`src/rtl/code_lock_ctrl.sv`:
```
// Keypad password controller: edge-detects scanner strobes, buffers a fixed-length entry,
// checks it on '#', opens a timed unlock window and enforces an alarm lockout.
// Optional password change from the open state is compiled in with CODE_LOCK_CHANGE_PW_EN.
module code_lock_ctrl #(
  parameter int                  DIGITS         = 4,
  parameter logic [DIGITS*4-1:0] PASSWORD       = 16'h1234,
  parameter int                  MAX_FAIL       = 3,
  parameter int                  UNLOCK_CYCLES  = 1000,
  parameter int                  LOCKOUT_CYCLES = 5000
) (
  input  logic       clock,
  input  logic       reset,
  input  logic [3:0] key_code,
  input  logic       key_valid,
  output logic       unlock,
  output logic       alarm,
  output logic       error,
  output logic       pw_changed,
  output logic [2:0] digit_cnt,
  output logic [2:0] fail_cnt
);

  localparam int BW   = DIGITS * 4;
  localparam int TMAX = (UNLOCK_CYCLES > LOCKOUT_CYCLES) ? UNLOCK_CYCLES : LOCKOUT_CYCLES;
  localparam int TW   = $clog2(TMAX + 1);
  localparam logic [TW-1:0] T_UNLOCK  = TW'(UNLOCK_CYCLES - 1);
  localparam logic [TW-1:0] T_LOCKOUT = TW'(LOCKOUT_CYCLES - 1);
  localparam logic [2:0]    DIG_N     = 3'(DIGITS);
  localparam logic [3:0]    KEY_HASH  = 4'd10;
  localparam logic [3:0]    KEY_STAR  = 4'd11;

`ifdef CODE_LOCK_CHANGE_PW_EN
  typedef enum logic [2:0] {
    ST_ENTRY = 3'd0, ST_CHECK = 3'd1, ST_OPEN = 3'd2, ST_LOCKOUT = 3'd3, ST_NEWPW = 3'd4
  } state_t;
`else
  typedef enum logic [2:0] {
    ST_ENTRY = 3'd0, ST_CHECK = 3'd1, ST_OPEN = 3'd2, ST_LOCKOUT = 3'd3
  } state_t;
`endif

  state_t          state_r, state_s;
  logic            v1_r, v2_r;
  logic [BW-1:0]   entry_r, entry_s, col_entry_s;
  logic [2:0]      cnt_r, cnt_s, col_cnt_s;
  logic            ovf_r, ovf_s, col_ovf_s;
  logic [2:0]      fail_r, fail_s, fail_inc_s;
  logic [TW-1:0]   timer_r, timer_s;
  logic            error_s, pwchg_s, unlock_s;
  logic            key_ev_s, is_digit_s, match_s;
  logic [BW-1:0]   pw_cur_s;
  logic            unlock_r, alarm_r, error_r, pwchg_r;

`ifdef CODE_LOCK_CHANGE_PW_EN
  logic [BW-1:0]   pw_r, pw_nxt_s;
  assign pw_cur_s = pw_r;
`else
  assign pw_cur_s = PASSWORD;
`endif

  assign key_ev_s   = v1_r & ~v2_r;
  assign is_digit_s = key_code < 4'd10;
  assign match_s    = (cnt_r == DIG_N) & ~ovf_r & (entry_r == pw_cur_s);
  assign fail_inc_s = (fail_r == 3'd7) ? 3'd7 : fail_r + 3'd1;

  // Effect of the current key on the entry buffer, shared by ENTRY and NEWPW.
  always_comb begin
    col_entry_s = entry_r;
    col_cnt_s   = cnt_r;
    col_ovf_s   = ovf_r;
    if (is_digit_s) begin
      if (cnt_r < DIG_N) begin
        col_entry_s = (entry_r << 3'd4) | BW'(key_code);
        col_cnt_s   = cnt_r + 3'd1;
      end else begin
        col_ovf_s = 1'b1;
      end
    end else if (key_code == KEY_STAR) begin
      col_entry_s = {BW{1'b0}};
      col_cnt_s   = 3'd0;
      col_ovf_s   = 1'b0;
    end else begin
      col_entry_s = entry_r;
    end
  end

  // Next-state and datapath updates.
  always_comb begin
    state_s = state_r;
    entry_s = entry_r;
    cnt_s   = cnt_r;
    ovf_s   = ovf_r;
    fail_s  = fail_r;
    timer_s = timer_r;
    error_s = 1'b0;
    pwchg_s = 1'b0;
`ifdef CODE_LOCK_CHANGE_PW_EN
    pw_nxt_s = pw_r;
`endif
    case (state_r)
      ST_ENTRY: begin
        if (key_ev_s) begin
          if (key_code == KEY_HASH) begin
            state_s = ST_CHECK;
          end else begin
            entry_s = col_entry_s;
            cnt_s   = col_cnt_s;
            ovf_s   = col_ovf_s;
          end
        end else begin
          state_s = state_r;
        end
      end
      ST_CHECK: begin
        entry_s = {BW{1'b0}};
        cnt_s   = 3'd0;
        ovf_s   = 1'b0;
        if (match_s) begin
          fail_s  = 3'd0;
          timer_s = T_UNLOCK;
          state_s = ST_OPEN;
        end else begin
          error_s = 1'b1;
          fail_s  = fail_inc_s;
          if (32'(fail_inc_s) == MAX_FAIL) begin
            timer_s = T_LOCKOUT;
            state_s = ST_LOCKOUT;
          end else begin
            state_s = ST_ENTRY;
          end
        end
      end
      ST_OPEN: begin
        // Expiry wins over a coincident key event.
        if (timer_r == {TW{1'b0}}) begin
          state_s = ST_ENTRY;
        end else if (key_ev_s && (key_code == KEY_HASH)) begin
          state_s = ST_ENTRY;
`ifdef CODE_LOCK_CHANGE_PW_EN
        end else if (key_ev_s && (key_code == KEY_STAR)) begin
          state_s = ST_NEWPW;
`endif
        end else begin
          timer_s = timer_r - {{(TW-1){1'b0}}, 1'b1};
        end
      end
      ST_LOCKOUT: begin
        if (timer_r == {TW{1'b0}}) begin
          fail_s  = 3'd0;
          state_s = ST_ENTRY;
        end else begin
          timer_s = timer_r - {{(TW-1){1'b0}}, 1'b1};
        end
      end
`ifdef CODE_LOCK_CHANGE_PW_EN
      ST_NEWPW: begin
        if (key_ev_s && (key_code == KEY_HASH)) begin
          if ((cnt_r == DIG_N) && !ovf_r) begin
            pw_nxt_s = entry_r;
            pwchg_s  = 1'b1;
          end else begin
            error_s = 1'b1;
          end
          entry_s = {BW{1'b0}};
          cnt_s   = 3'd0;
          ovf_s   = 1'b0;
          state_s = ST_ENTRY;
        end else if (key_ev_s) begin
          entry_s = col_entry_s;
          cnt_s   = col_cnt_s;
          ovf_s   = col_ovf_s;
        end else begin
          state_s = state_r;
        end
      end
`endif
      default: begin
        state_s = ST_ENTRY;
      end
    endcase
  end

`ifdef CODE_LOCK_CHANGE_PW_EN
  assign unlock_s = (state_s == ST_OPEN) || (state_s == ST_NEWPW);
`else
  assign unlock_s = (state_s == ST_OPEN);
`endif

  // State, datapath and registered outputs.
  always_ff @(posedge clock) begin
    if (reset) begin
      state_r  <= ST_ENTRY;
      v1_r     <= 1'b0;
      v2_r     <= 1'b0;
      entry_r  <= {BW{1'b0}};
      cnt_r    <= 3'd0;
      ovf_r    <= 1'b0;
      fail_r   <= 3'd0;
      timer_r  <= {TW{1'b0}};
      unlock_r <= 1'b0;
      alarm_r  <= 1'b0;
      error_r  <= 1'b0;
      pwchg_r  <= 1'b0;
`ifdef CODE_LOCK_CHANGE_PW_EN
      pw_r     <= PASSWORD;
`endif
    end else begin
      state_r  <= state_s;
      v1_r     <= key_valid;
      v2_r     <= v1_r;
      entry_r  <= entry_s;
      cnt_r    <= cnt_s;
      ovf_r    <= ovf_s;
      fail_r   <= fail_s;
      timer_r  <= timer_s;
      unlock_r <= unlock_s;
      alarm_r  <= (state_s == ST_LOCKOUT);
      error_r  <= error_s;
      pwchg_r  <= pwchg_s;
`ifdef CODE_LOCK_CHANGE_PW_EN
      pw_r     <= pw_nxt_s;
`endif
    end
  end

  assign unlock     = unlock_r;
  assign alarm      = alarm_r;
  assign error      = error_r;
  assign pw_changed = pwchg_r;
  assign digit_cnt  = cnt_r;
  assign fail_cnt   = fail_r;

endmodule

```
`config.mk`:
```
export PLATFORM = sky130hd
export DESIGN_NAME = code_lock_ctrl
export DESIGN_NICKNAME = d
export VERILOG_FILES = /design/src/rtl/code_lock_ctrl.sv
export SDC_FILE = /design/constraint.sdc
export NUM_CORES = 1
export LEC_CHECK = 0
export ABC_AREA = 1
export BUFFER_PORTS_ARGS = -buffer_cell sky130_fd_sc_hd__buf_2
export CAP_MARGIN = 15
export CELL_PAD_IN_SITES_DETAIL_PLACEMENT = 1
export CELL_PAD_IN_SITES_GLOBAL_PLACEMENT = 1
export CORE_ASPECT_RATIO = 0.7
export CORE_MARGIN = 3
export CORE_UTILIZATION = 43
export CTS_CLUSTER_DIAMETER = 40
export DETAILED_ROUTE_END_ITERATION = 8
export PLACE_DENSITY_LB_ADDON = 0.08
export RECOVER_POWER = 25
export SETUP_SLACK_MARGIN = 0.15
export SLEW_MARGIN = 20
export SYNTH_ARGS = -nofsm -noshare
export SYNTH_HDL_FRONTEND = slang
export SYNTH_SLANG_ARGS = --single-unit
```
`constraint.sdc`:
```
create_clock -name clock -period 1.83 [get_ports clock]
set_input_delay 0.0915 -clock clock [delete_from_list [all_inputs] [get_ports clock]]
set_output_delay 0.0915 -clock clock [all_outputs]
set_load 0.1 [all_outputs]
```
# After elaboration in Yosys (flattened, before gate mapping)
# Index checks and enable logic that the tools add are counted.
# Widths: inputs -> output; s select.
# op_classes
n_addsub,3
n_div,0
n_mux,37
shift,0
magnitude_cmp,2
reduce_logical,11
bitwise,7
n_eq_ne,21
multipliers,0
# ops
operator,n
$mux 16,5
$mux 13,5
$mux 3,13
$pmux 13 s3,1
$pmux 16 s2,1
$eq 16x13->1 const B,1
$or 16x4->16,1
$eq 3x2->1 const B,5
$reduce_and 5->1,3
$logic_not 13->1,1
$sub 13x1->13 const B,1
$ne 2x2->1 const B,6
$ne 3x3->1 const B,4
$pmux 3 s2,2
$pmux 3 s4,1
$eq 4x4->1 const B,2
$add 3x1->3 const B,2
$eq 3x3->1 const B,2
$mux 1,6
$lt 4x4->1 const B,1
$mux 2,2
$reduce_bool 2->1,2
$and 1x1->1,3
$eq 3x1->1 const B,1
other kinds (8),10
# totals
mem_bits_rw,0
n_memories,0
inputBits,7
reg_bits,44
latch_bits,0
romBits,0

# Depth between registers and ports, before layout
# Gate-level depths: netlist of run 1.
# depth
depth_word,7
depth_mapped,11
depth_no_buf,11

# Worst setup path after synthesis of run 1
# Ideal clock, no wire load.
# synth_path
kind,register to register
startpoint,reg cnt_r[0] (netlist: digit_cnt[0])
endpoint,reg timer_r[2]
stages_incl_launch_ff,11
n_path_buf,1
t_required_ps,1760
setup_ps,70
period_less_slack_ps,2236
arrival_ps,2166
setup_slack_ps,-406
cell_sequence,dfxtp_1 inv_1 ha_1 nand3_1 nor2_1 nand3_1 nand2_1 nand2_2 clkbuf_4 nand3_1 a21oi_1
# synth_via
elab_chain_cells,5
# synth_lines
item,line_no,source
start: declaration,45,"logic [2:0] cnt_r, cnt_s, col_cnt_s;"
start signal: assignment,212,cnt_r <= cnt_s;
$eq 3x3->1 *,63,assign match_s = (cnt_r == DIG_N) & ~ovf_r & (entry_r == pw_cur_s);
$and 1x1->1 * (2 in series),63,
$ne 3x3->1 (no source line) or $mux 13 (tied branches),-,
$reduce_and 5->1 (no source line) or $pmux 13 s3 (tied branches),-,
end signal: assignment,199,timer_r <= {TW{1'b0}};
end signal: assignment,215,timer_r <= timer_s;
end: declaration,48,"logic [TW-1:0] timer_r, timer_s;"
# Every way passes the cells marked *; elsewhere a longest branch is shown, timed or not.
# A chain may end at the register's enable or synchronous reset.

# Worst setup path in the final report of run 1
# layout_path
startpoint,reg fail_r[0] (netlist: fail_cnt[0])
endpoint,reg timer_r[2]
# layout_via
elab_chain_cells,5
# layout_lines
item,line_no,source
start: declaration,47,"logic [2:0] fail_r, fail_s, fail_inc_s;"
start signal: assignment,214,fail_r <= fail_s;
$add 3x1->3 or $eq 3x3->1 (tied branches),64,assign fail_inc_s = (fail_r == 3'd7) ? 3'd7 : fail_r + 3'd1;
$mux 3 *,64,
$eq 3x2->1 *,125,if (32'(fail_inc_s) == MAX_FAIL) begin
$ne 3x3->1 (no source line) *,-,
$reduce_and 5->1 (no source line) *,-,
# Marked as above.

==> flow_metrics.tcl, run 1 <==
set metrics [dict create \
    postRouteAntennaNets 0 \
    worst_slew_pin_slew_ps 1170 \
    power.switching_fraction 0.248 \
    filler_cell_count 675 \
    p_clk_frac 0.365 \
    detail_route.drc_violations 0 \
    maxCapViolations 0 \
    finClkSkew_ps 4.74 \
    insertedDiodeCount 0 \
    maximum_number_of_pins_on_one_net_before_global_route_repair 27 \
    yosys-top-cells-area "sky130_fd_sc_hd__dfxtp_1, sky130_fd_sc_hd__nand2_1, sky130_fd_sc_hd__nor2_1" \
    numPortBuffers 15 \
    die_area_um2 6330 \
    vias_per_cell 5.02 \
    synth_edf_count 0 \
    utilization 0.559 \
    internal_power_w 0.00136 \
    synth_top_cells_by_count "sky130_fd_sc_hd__nand2_1, sky130_fd_sc_hd__nor2_1, sky130_fd_sc_hd__dfxtp_1, sky130_fd_sc_hd__inv_1, sky130_fd_sc_hd__nand3_1" \
    synth_top_area_frac 0.379 \
    post_drt_wl_per_cell_um 15.3 \
    gate_count_after_technology_mapping 339 \
    critPathKind "register to register" \
    critPathLaunch "fail_cnt[0]$_SDFFE_PP0P_" \
    rr_endpoint "timer_r[2]$_SDFFE_PP0P_" \
    synth_top_cell_by_area "sky130_fd_sc_hd__dfxtp_1" \
    drtPass1Iterations 4 \
    number_of_cells_on_the_critical_path 10 \
    grt_pass1_vias 2169 \
    pwr-share-seq 0.549 \
    switchingPower_w 0.000448 \
    timing.max_slew.rel_slack 0.226 \
    inserted_clock_buffers 5 \
    worstPathCellList "ha_4 > nand2_4 > inv_2 > o211ai_1 > nand2_2 > nand2_4 > nand2_4 > buf_6 > nand2_1 > a21oi_2" \
    area.growth.synth_to_final_pct 20.1 \
    cp_top_family "simple AND/OR/NAND/NOR gates" \
    worstSetupStartpointType "register" \
    distinct_cell_type_count_after_synthesis 36 \
    cts_max_path_buffers 2 \
    power_frac_comb 0.086 \
    proportion_of_synthesized_flip_flops_having_asynchronous_set_or_reset 0 \
    drt_iter0_markers 86 \
    final_nets 380 \
    antenna_found_initial 0 \
    critical_path_peak_fanout 6 \
    critPathBufInv 2 \
    gr-total-overflow 0 \
    worst_r2r_startpoint "fail_cnt[0]$_SDFFE_PP0P_" \
    drv_slew 0 \
    dp_hpwl_um 4720 \
    tritoncts "built" \
    drt_wl_total_um 6700 \
    clock_insertion_delay_worst_skew_ps 290 \
    via_count 2198 \
    placementRows 21 \
    initial_utilization 0.465 \
    cts.sinks 44 \
    synth_area_um2 2320 \
    top_level_ports 17 \
    die_x_um 93.8 \
    pwr_density_cell_nw_per_um2 647 \
    rsz0062_at_grt "yes" \
    global_route.usage.total 0.219 \
    run_status "finished clean" \
    synth_top_flop_cell "sky130_fd_sc_hd__dfxtp_1" \
    timing.critical_path.to_type "register" \
    place_congestion 0.817 \
    reg2reg_slack_ps 150 \
    clkSlewWorstSetupHoldPaths_ps 80 \
    yosysWarningCount 0 \
    fin_crit_sh 0.916 \
    hold_viol 0 \
    syn_avg_cell_area_um2 6.85 \
    place_area_um2 2520 \
    vdd_drop_max_mv 0.385 \
    total_leakage_power_nw 1.30 \
    clock_tree.htree_level_count 2 \
    fin_tns_setup_ps 0 \
    core_area_um2 4990 \
    fin_area_um2 2790 \
    setup_viol_count_final 0 \
    worst_r2r_path_depth 10 \
    clk_root_buffer_cell "sky130_fd_sc_hd__clkbuf_8" \
    timing.critical_path.mode_cell "sky130_fd_sc_hd__nand2_4" \
    critical-path-slowest-cell "sky130_fd_sc_hd__dfxtp_4" \
    yosys_register_bits 44 \
    finalWorstPathRequiredPeriod_ps 1680 \
    grt_pass1_wl_um 10800 \
    synth-seq-area-share 0.379 \
    worstPathRequired_ps 1960 \
    synth_most_common_cell "sky130_fd_sc_hd__nand2_1" \
    arrival_ps 1810 \
    die_h_um 67.5 \
    drive_above_1_share 0.225 \
    max_stage_delay_ps 370 \
    worst_min_path_class "primary input to register" \
    max_freq_ghz 0.597 \
    cp-endpoint "timer_r[2]$_SDFFE_PP0P_" \
]
==> layout make-up <==
class / instances / area, um2 / area share
Multi-Input combinational cell: 240 / 1300 / 0.465
Sequential cell: 44 / 898 / 0.322
Timing Repair Buffer: 33 / 241 / 0.0866
Inverter: 45 / 169 / 0.0606
Clock buffer: 7 / 96.3 / 0.0345
Tap cell: 69 / 86.3 / 0.0310
==> power groups by stage <==
| stage | clock network [W] | logic [W] | registers [W] |
|---|---|---|---|
| after global routing | 0.000735 | 0.000173 | 0.000993 |
| after floorplan | 0 | 0.0000921 | 0.00102 |
| final | 0.000660 | 0.000155 | 0.000990 |
| after CTS | 0.000685 | 0.000145 | 0.000990 |
| after detailed placement | 0 | 0.000143 | 0.00101 |
| after global placement | 0 | 0.000137 | 0.00101 |
==> flip-flops by register name, indices dropped and copies added, names as in the netlist <==
signal	cells
entry_r	16
alarm	1
unlock	1
ovf_r	1
v1_r	1
fail_cnt	3
v2_r	1
digit_cnt	3
timer_r	13
error	1
state_r	3
==> cell families after synthesis <==
kind of cell	share of synthesized area
AOI/OAI and AO/OA	0.0986
xor gates and xnor gates	0.00754
adders and majority gates	0.0216
buffers and inverters	0.112
DFF	0.379
other	0.00161
and+or+nand+nor	0.379
==> worst min-delay path by stage <==
stage               startpoint  cells past startpoint  slack [ps]              end
floorplan            key_valid                      2         200  v1_r$_SDFF_PP0_
global placement     key_valid                      3         290  v1_r$_SDFF_PP0_
detailed placement   key_valid                      3         330  v1_r$_SDFF_PP0_
CTS                  key_valid                      3          20  v1_r$_SDFF_PP0_
global route         key_valid                      3          30  v1_r$_SDFF_PP0_
finish               key_valid                      3          20  v1_r$_SDFF_PP0_
==> through the flow <==
step	hold WS [ps]	std cells	worst slack, ps	power, W
global placement	294	423	169	0.00115
finish	17.3	438	154	0.00180
CTS	15.2	433	155	0.00182
global route	31.0	438	79.9	0.00190
floorplan	198	340	169	0.00111
detailed placement	326	423	78.9	0.00115
==> worst min-delay path, delay by kind of cell <==
family | cells | cell delay [ps]
buf+inv | 2 | 130
simple gates | 1 | 30
==> what timing repair did <==
action                     in CTS  in global routing
setup buffers                   3                  5
hold buffers                    0                  0
resized for setup               4                 32
cloned                          0                  0
setup endpoints to repair      14                 39
pin swaps                       4                 12
==> per-layer routing <==
layer / vias up / share of wire / global-route usage
met3: 6 / 0.041 / 0.0401
met5: - / 0 / 0
met1: 1029 / 0.51 / 0.329
li1: 1127 / - / -
met4: 0 / 0.0057 / 0.0216
met2: 36 / 0.44 / 0.337
==> cells in the final DEF, fill, tap and decap left out, types with 4 or more instances in the layout <==
cell type,count
sky130_fd_sc_hd__a21oi_1,10
sky130_fd_sc_hd__a21oi_2,6
sky130_fd_sc_hd__buf_2,5
sky130_fd_sc_hd__buf_4,11
sky130_fd_sc_hd__buf_6,4
sky130_fd_sc_hd__clkbuf_1,5
sky130_fd_sc_hd__clkbuf_2,6
sky130_fd_sc_hd__clkbuf_8,7
sky130_fd_sc_hd__dfxtp_1,38
sky130_fd_sc_hd__dfxtp_4,4
sky130_fd_sc_hd__inv_1,39
sky130_fd_sc_hd__inv_2,5
sky130_fd_sc_hd__nand2_1,68
sky130_fd_sc_hd__nand2_2,9
sky130_fd_sc_hd__nand2_4,4
sky130_fd_sc_hd__nand3_1,32
sky130_fd_sc_hd__nand3_2,4
sky130_fd_sc_hd__nand4_1,4
sky130_fd_sc_hd__nor2_1,52
sky130_fd_sc_hd__o21ai_0,24
Note: power is estimated with default switching activity, not from simulation.
==> run 2: changes to the inputs <==
--- a/config.mk
+++ b/config.mk
@@ -15,6 +15,8 @@
 export CORE_UTILIZATION = 43
 export CTS_CLUSTER_DIAMETER = 40
 export DETAILED_ROUTE_END_ITERATION = 8
+export GPL_ROUTABILITY_DRIVEN = 0
+export HOLD_SLACK_MARGIN = 0.06
 export PLACE_DENSITY_LB_ADDON = 0.08
 export RECOVER_POWER = 25
 export SETUP_SLACK_MARGIN = 0.15
==> flow_metrics.tcl, run 2 (synthesized netlist as in run 1, its figures left out) <==
set metrics [dict create \
    total_leakage_power_nw 1.31 \
    total_power_w 0.00181 \
    final.hold.worst_slack_ps 76.0 \
    clock_tree.htree_level_count 2 \
    via_count 2220 \
    placementRows 21 \
    largest-register "entry_r" \
    max_freq_ghz 0.598 \
    insertedDiodeCount 0 \
    finClkSkew_ps 4.06 \
    area.growth.synth_to_final_pct 20.7 \
    run_status "finished clean" \
    die_area_um2 6330 \
    cts_max_path_buffers 2 \
    clk_root_buffer_cell "sky130_fd_sc_hd__clkbuf_8" \
    top_level_ports 17 \
    timing.critical_path.to_type "register" \
    timing.max_slew.rel_slack 0.226 \
    final_common_cell "sky130_fd_sc_hd__nand2_1" \
    inserted_clock_buffers 5 \
    fin_tns_setup_ps 0 \
    antenna_found_initial 0 \
    vias_per_cell 5.06 \
    rr_endpoint "timer_r[12]$_SDFFE_PP0P_" \
    global_route.usage.total 0.219 \
    maxCapViolations 0 \
    grt_pass1_vias 2171 \
    largest_registers "entry_r (16), timer_r (13)" \
    top_library_cells_by_usage_in_the_layout_fill_and_taps_aside "sky130_fd_sc_hd__nand2_1, sky130_fd_sc_hd__nor2_1, sky130_fd_sc_hd__inv_1, sky130_fd_sc_hd__dfxtp_1, sky130_fd_sc_hd__nand3_1" \
    seq_area_um2 898 \
    filler_cell_count 672 \
    critPathLaunch "fail_cnt[0]$_SDFFE_PP0P_" \
    grt_pass1_wl_um 10900 \
    reg2reg_slack_ps 160 \
    clkSlewWorstSetupHoldPaths_ps 80 \
    setup_viol_count_final 0 \
    largest_register_ffs 16 \
    rsz0062_at_grt "yes" \
    pwr_density_cell_nw_per_um2 645 \
    cts.sinks 44 \
    post_drt_wl_per_cell_um 15.3 \
    die_x_um 93.8 \
    detail_route.drc_violations 0 \
    arrival_ps 1900 \
    hold_path_depth 3 \
    finalWorstPathRequiredPeriod_ps 1670 \
    dp_hpwl_um 4720 \
    worstHoldEndpoint "entry_r[0]$_SDFFE_PP0P_" \
    area_occupied_by_multi_input_gates_um2 1300 \
    critPathKind "register to register" \
    vdd_drop_max_mv 0.385 \
    drt_wl_total_um 6730 \
    hold_path.startpoint "key_code[0]" \
    worst_min_path_class "primary input to register" \
    worstPathRequired_ps 2050 \
    worst_slew_pin_slew_ps 1170 \
    postRouteAntennaNets 0 \
    worst_r2r_startpoint "fail_cnt[0]$_SDFFE_PP0P_" \
    drive_above_1_share 0.230 \
    initial_utilization 0.465 \
    worstSetupStartpointType "register" \
    numPortBuffers 15 \
    final_nets 381 \
    worst_r2r_path_depth 11 \
    gr-total-overflow 0 \
    maximum_number_of_pins_on_one_net_before_global_route_repair 27 \
    core_area_um2 4990 \
    critical_path_peak_fanout 6 \
    clock_insertion_delay_worst_skew_ps 290 \
    tritoncts "built" \
    drtPass1Iterations 4 \
    fin_crit_sh 0.914 \
    drv_slew 0 \
    drt_iter0_markers 80 \
    die_h_um 67.5 \
    hold_viol 0 \
]
==> run 2: metrics by stage <==
step                cell area (um2)  utilization  setup slack, ps  cells
finish                         2800        0.562              158    439
global route                   2800        0.562             84.9    439
floorplan                      2350            -              169    340
global placement               2520        0.505              169    423
detailed placement             2520        0.505             78.9    423
CTS                            2660        0.533              155    434
==> run 2: final cells by class <==
type | count | share of cell area
flip-flops and latches | 44 | 0.320
well taps | 69 | 0.0308
multi-input cells | 240 | 0.463
repair buffers | 34 | 0.0915
clock buffers | 7 | 0.0344
inverters | 45 | 0.0602
==> run 2: worst max path at each step <==
| stage | to | slack (ps) | cells after the start |
|---|---|---|---|
| floorplan | timer_r[2]$_SDFFE_PP0P_ | 170 | 10 |
| global placement | timer_r[5]$_SDFFE_PP0P_ | 170 | 11 |
| detailed placement | timer_r[10]$_SDFFE_PP0P_ | 80 | 11 |
| CTS | timer_r[10]$_SDFFE_PP0P_ | 150 | 11 |
| global route | timer_r[12]$_SDFFE_PP0P_ | 80 | 11 |
| finish | timer_r[12]$_SDFFE_PP0P_ | 160 | 11 |
==> run 2: timing repair <==
item	4_1_cts	5_1_grt
endpoints found under the setup margin	14	39
buffers inserted	3	5
pin swaps	4	12
hold buffers	1	0
resized for setup	4	32
hold endpoints to repair	1	0
==> run 2: per-layer routing <==
| metal | track usage | wire length [um] | vias to the layer above |
|---|---|---|---|
| met3 | 0.0401 | 295 | 6 |
| met2 | 0.338 | 2950 | 40 |
| met5 | 0 | 0 | - |
| met4 | 0.0216 | 38 | 0 |
| met1 | 0.329 | 3450 | 1045 |
| li1 | - | - | 1129 |
==> run 2: critical path, cell delays in order, from the launching register on <==
cell,delay [ps]
sky130_fd_sc_hd__dfxtp_4,370
sky130_fd_sc_hd__ha_4,170
sky130_fd_sc_hd__nand2_4,50
sky130_fd_sc_hd__inv_2,30
sky130_fd_sc_hd__o211ai_1,290
sky130_fd_sc_hd__nand2_2,130
sky130_fd_sc_hd__nand2_4,110
sky130_fd_sc_hd__nand2_4,80
sky130_fd_sc_hd__buf_6,140
sky130_fd_sc_hd__nand2_2,60
sky130_fd_sc_hd__nand2_2,50
sky130_fd_sc_hd__nor2_1,110
==> run 2: power by group <==
group	switching (W)	total, W	internal (W)	leakage (nW)
Sequential	0.0000162	0.000990	0.000974	0.361
Clock	0.000323	0.000660	0.000337	0.0503
Combinational	0.000109	0.000159	0.0000491	0.903
